File: config.mk
export PLATFORM = sky130hd
export DESIGN_NAME = vga_scroll_bars
export DESIGN_NICKNAME = d
export VERILOG_FILES = /design/src/rtl/vga_pkg.sv /design/src/rtl/vga_palette_rom.sv /design/src/rtl/vga_scroll_bars.sv
export SDC_FILE = /design/constraint.sdc
export NUM_CORES = 1
export LEC_CHECK = 0
export BUFFER_PORTS_ARGS = -buffer_cell sky130_fd_sc_hd__buf_2
export CAP_MARGIN = 20
export CORE_AREA = 3 3 64 66
export DETAILED_ROUTE_END_ITERATION = 16
export DIE_AREA = 0 0 67 69
export PLACE_DENSITY = 0.75
export SLEW_MARGIN = 20
export SYNTH_ARGS = -nofsm -noshare
export SYNTH_HDL_FRONTEND = slang
export SYNTH_SLANG_ARGS = --single-unit
File: constraint.sdc
create_clock -name clk -period 3.6 [get_ports clk]
set_input_delay 0.72 -clock clk [delete_from_list [all_inputs] [get_ports clk]]
set_output_delay 0.72 -clock clk [all_outputs]
set_load 0.005 [all_outputs]
File: src/rtl/vga_pkg.sv
// Shared VGA pixel-pipeline definitions: active-area sizes, 12-bit colour type
// and the eight-colour bar palette.
package vga_pkg;

  localparam int H_ACTIVE = 640;
  localparam int V_ACTIVE = 480;

  typedef struct packed {
    logic [3:0] r;
    logic [3:0] g;
    logic [3:0] b;
  } rgb12_t;

  localparam rgb12_t PALETTE [8] = '{
    12'hF00, 12'h0F0, 12'h00F, 12'hFF0,
    12'h0FF, 12'hF0F, 12'hFFF, 12'h888
  };

endpackage

File: src/rtl/vga_palette_rom.sv
// Combinational 3-bit index to 12-bit colour lookup into the shared palette.
module vga_palette_rom
  import vga_pkg::*;
(
  input  logic [2:0] idx,
  output rgb12_t     rgb
);

  assign rgb = PALETTE[idx];

endmodule

File: src/rtl/vga_scroll_bars.sv
// Scrolling colour-bar pixel stage: 2-cycle RGB pipeline with aligned syncs and a
// per-frame scroll offset. Optional macro VGA_SCROLL_BARS_CHECKER_EN inverts bar order on alternate 64-line bands.
module vga_scroll_bars
  import vga_pkg::*;
#(
  parameter int H_ACTIVE = vga_pkg::H_ACTIVE,
  parameter int SPEED    = 4
) (
  input  logic       clk,
  input  logic       rst,
  input  logic       valid,
  input  logic [9:0] h_cnt,
  input  logic [9:0] v_cnt,
  input  logic       hsync,
  input  logic       vsync,
  input  logic       en,
  input  logic       dir,
  output logic [3:0] vgaRed,
  output logic [3:0] vgaGreen,
  output logic [3:0] vgaBlue,
  output logic       hsync_out,
  output logic       vsync_out,
  output logic       frame_tick
);

  localparam logic [10:0] H_A11 = 11'(H_ACTIVE);
  localparam logic [10:0] SP11  = 11'(SPEED);

  logic [9:0]  offset;
  logic        vsync_q;
  logic        tick_edge;
  logic [10:0] fwd_sum;
  logic [10:0] fwd_next;
  logic [10:0] rev_next;
  logic [10:0] x_sum;
  logic [10:0] x_wrap;

  logic        s1_valid;
  logic [8:0]  s1_x;
  logic        s1_hsync;
  logic        s1_vsync;
  logic [2:0]  bar_idx;
  rgb12_t      bar_rgb;
  rgb12_t      s2_rgb;
  logic        unused_bits;

  // vsync_q idles at 1 so leaving reset with vsync high never looks like a falling edge.
  assign tick_edge = vsync_q & ~vsync;

  always_comb begin
    fwd_sum  = {1'b0, offset} + SP11;
    fwd_next = (fwd_sum >= H_A11) ? (fwd_sum - H_A11) : fwd_sum;
    rev_next = ({1'b0, offset} < SP11) ? ({1'b0, offset} + (H_A11 - SP11))
                                       : ({1'b0, offset} - SP11);
    x_sum    = {1'b0, h_cnt} + {1'b0, offset};
    x_wrap   = (x_sum >= H_A11) ? (x_sum - H_A11) : x_sum;
  end

  always_ff @(posedge clk or negedge rst) begin
    if (!rst) begin
      vsync_q    <= 1'b1;
      frame_tick <= 1'b0;
      offset     <= '0;
    end else begin
      vsync_q    <= vsync;
      frame_tick <= tick_edge;
      if (tick_edge && en) begin
        offset <= dir ? rev_next[9:0] : fwd_next[9:0];
      end
    end
  end

  // Stage 1: scrolled x plus the side-band signals that must stay aligned with it.
  always_ff @(posedge clk or negedge rst) begin
    if (!rst) begin
      s1_valid <= 1'b0;
      s1_x     <= '0;
      s1_hsync <= 1'b1;
      s1_vsync <= 1'b1;
    end else begin
      s1_valid <= valid;
      s1_x     <= x_wrap[8:0];
      s1_hsync <= hsync;
      s1_vsync <= vsync;
    end
  end

`ifdef VGA_SCROLL_BARS_CHECKER_EN
  logic s1_v6;

  always_ff @(posedge clk or negedge rst) begin
    if (!rst) begin
      s1_v6 <= 1'b0;
    end else begin
      s1_v6 <= v_cnt[6];
    end
  end

  assign bar_idx     = s1_x[8:6] ^ {3{s1_v6}};
  assign unused_bits = ^{x_wrap[10:9], v_cnt[9:7], v_cnt[5:0]};
`else
  assign bar_idx     = s1_x[8:6];
  assign unused_bits = ^{x_wrap[10:9], v_cnt};
`endif

  vga_palette_rom u_palette (
    .idx (bar_idx),
    .rgb (bar_rgb)
  );

  // Stage 2: blank outside active video; syncs take the stage-1 copies.
  always_ff @(posedge clk or negedge rst) begin
    if (!rst) begin
      s2_rgb    <= '0;
      hsync_out <= 1'b1;
      vsync_out <= 1'b1;
    end else begin
      s2_rgb    <= s1_valid ? bar_rgb : rgb12_t'(12'h000);
      hsync_out <= s1_hsync;
      vsync_out <= s1_vsync;
    end
  end

  assign vgaRed   = s2_rgb.r;
  assign vgaGreen = s2_rgb.g;
  assign vgaBlue  = s2_rgb.b;

endmodule

==> reports/qor.csv <==
stage;metric;value;unit
clock_tree;clk buf depth;2;
global_routing;met3 usage;2.44;%
yosys;Post-Syn Area;1900;sq um
global_routing;met1 Usage GRT;22.4;%
place;global placement routability congestion;0.832;
die;initial core utilization;52.3;%
timing;Worst Tran Pin Value;0.511;ns
setup_path;critical setup path kind;reg2reg;
timing;Hold Slack;0.357;ns
final_layout;Final Util;56.8;%
die;die area;4620;sq um
yosys;synthesized netlist net count;256;
yosys;post-synthesis sequential area ratio;30.6;%
detailed_routing;Avg WL per Cell;13.1;um
detailed_routing;drt total wl;3660;um
die;I/O pin count;42;
global_routing;number of global-route vias before repair;1501;
timing;Max-slew headroom;65.9;%
detailed_routing;DRC errors left;0;
yosys;Main synth FF type;dfrtp_1;
clock_tree;TritonCTS Buffers;3;
detailed_routing;1st-pass router iterations;4;
global_routing;initial antenna violation count;0;
detailed_routing;vias per cell;5.90;
global_routing;first-pass GRT wire length;6430;um
clock_tree;CTS tree;built;
clock_tree;CTS clk-pin slew, worst paths;0.08;ns
pwr;Sw Ratio;45.0;%
pwr;clock share of power;10.2;%
yosys;synth unique cells;56;
pwr;PD cells;758;nW/um^2
timing;Final Hold Fails;0;
global_routing;M2 GR Usage;28.8;%
place;dpl cell area;2020;sq um
die;core area;3630;sq um
final_layout;area grow syn2layout;8.70;%
timing;fin. max-slew vios;0;
final_layout;Diodes inserted;0;
setup_path;Crit. End Element;flip-flop;
die;cell row count;22;
setup_path;cells along the critical path;ha_1 -> and4_2 -> nand2_1 -> xor2_1 -> ha_1 -> inv_1 -> nand2_1 -> a2111o_1 -> a21boi_0 -> nor4bb_1 -> nor2_1;
clock_tree;clk root buf;clkbuf_8;
timing;RSZ-0062 raised after global routing;no;
pwr;Comb pwr share;57.2;%
clock_tree;CTS resizes;0;
pwr;Sequential Power Share;32.6;%
timing;final setup vio count;0;
pwr;Lkg Pwr;0.950;nW
setup_path;Crit path arrival time;3.11;ns
setup_path;CP bufs+invs;1;
final_layout;fin nets;276;
place;dpl cells;275;
pwr;cell-internal power;0.000860;W
job;Max-cap violations;0;
pwr;Switch Pwr;0.000703;W
detailed_routing;1st-iter DRT viols;87;
detailed_routing;post-route ant nets;0;
yosys;EDFF count, synth;0;
place;port bufs;31;
die;height of the die;69;um
clock_tree;clk sinks;23;
yosys;synthesized instance count;212;
timing;FMAX;344;MHz
timing;TNS Setup;0;ns
die;DIE WIDTH;67;um
clock_tree;CTS H-tree depth;1;
timing;fin crit share;80.9;%
setup_path;Critical-path top delay cell;dfrtp_1;
global_routing;GR Util All Layers;17.0;%
worst_hold_path;HP Class;reg2reg;
global_routing;grt total ovfl;0;
pwr;Max VDD drop;0.000445;V
setup_path;Startpoint Class;flip-flop;
setup_path;peak fanout along the critical path;9;
timing;Max Clock Skew;0.000931;ns
final_layout;fillers;348;
final_layout;multi-input logic area;1190;sq um
yosys;Avg Inst Size Synth;8.96;sq um
timing;min Tclk post-route;2.91;ns
yosys;most common cell in the netlist;dfrtp_1;
run_status;status;finished clean;
yosys;ys async rst share;100;%
final_layout;fin cells;279;
place;HPWL after DPL;2800;um
yosys;Synth area leader;dfrtp_1;
yosys;top post-synthesis cells by count;dfrtp_1 (19), ha_1 (16), nor2_1 (16);
final_layout;fin area;2060;sq um
setup_path;WP data required;3.80;ns
global_routing;largest net degree at the start of global routing;24;
final_layout;share of layout cells above drive strength 1;19.9;%
clock_tree;post-CTS setup buffer count;0;
yosys;Synth Warn #;0;
setup_path;Crit path max-delay family;simple AND/OR/NAND/NOR gates;
yosys;FF+latch count, synth;23;
setup_path;Max stage delay on crit path;0.56;ns
yosys;most area-consuming cells after synthesis;dfrtp_1 (25%), ha_1 (11%), dfstp_2 (5.5%), xnor2_1 (3.7%), a211oi_1 (3.6%);
global_routing;busiest grt layer;met2;
yosys;post-synth top area share;25.0;%
clock_tree;Skew-Pair Late Insertion Delay;0.26;ns
detailed_routing;via count;1645;
final_layout;Register Area;581;sq um
clock_tree;Hold Buf Count CTS;0;
[worst paths after layout]
| check | depth (start not counted) | slack (ns) | end | from |
|---|---|---|---|---|
| worst max-delay path | 11 | 0.69 | offset[7] | offset[3] |
| worst min-delay path | 0 | 0.36 | hsync_out | s1_hsync |
| worst max register to register | 11 | 0.69 | offset[7] | offset[3] |
| worst min register to register | 0 | 0.36 | hsync_out | s1_hsync |
| max in group asynchronous | 1 | 2.82 | s1_vsync | rst |
| min in group asynchronous | 1 | 0.42 | vgaGreen[2] | rst |
[state kept, by name (all words and copies together), names as in the netlist]
signal,flops
frame_tick,1
hsync_out,1
offset,8
s1_hsync,1
s1_valid,1
s1_vsync,1
s1_x,3
vgaBlue,2
vgaGreen,2
vgaRed,2
vsync_out,1
[per-stage QoR]
| step | worst slack [ns] | power, W |
|---|---|---|
| 2_1_floorplan | 0.881 | 0.00124 |
| 3_3_place_gp | 0.586 | 0.00138 |
| 3_5_place_dp | 0.591 | 0.00141 |
| 4_1_cts | 0.708 | 0.00157 |
| 5_1_grt | 0.466 | 0.00174 |
| 6_report | 0.689 | 0.00156 |
[logic make-up (layout without fill, tap and decap cells)]
family                     count (synthesis)  count (layout)  synth area share [%]
AOI/OAI and AO/OA                         64              64                  24.1
xor gates and xnor gates                  14              14                  6.46
adders and majority gates                 17              17                  11.6
buffers and inverters                     26              45                  6.98
DFF                                       23              23                  30.6
muxes                                      3               3                  1.58
and+or+nand+nor                           65              65                  18.7
[cells in the final DEF, fill, tap and decap left out, types with 6 or more instances in the layout]
master	count
a211oi_1	9
a21oi_1	11
buf_2	31
dfrtp_1	19
ha_1	16
inv_1	10
nand2_1	15
nor2_1	16
o21ai_0	10
xnor2_1	8
xor2_1	6
[power groups by stage]
stage / clock network (W) / registers, W / logic [W]
final: 0.000160 / 0.000510 / 0.000894
after floorplan: 0 / 0.000432 / 0.000809
after detailed placement: 0 / 0.000514 / 0.000897
after CTS: 0.000163 / 0.000510 / 0.000901
after global placement: 0 / 0.000507 / 0.000871
after global routing: 0.000177 / 0.000536 / 0.00103
[routing by layer]
metal / up-vias / part of all wire [%] / wire [um]
li1: 809 / - / -
met5: - / 0 / 0
met2: 53 / 51 / 1850
met3: 2 / 5.1 / 186
met4: 0 / 0.82 / 30
met1: 781 / 43 / 1590
[layout make-up]
class | instances | area share [%]
Multi-Input combinational cell | 163 | 57.5
Sequential cell | 23 | 28.1
Timing Repair Buffer | 31 | 7.52
Tap cell | 48 | 2.91
Clock buffer | 4 | 2.18
Inverter | 10 | 1.82
(Power assumes the default switching activity.)
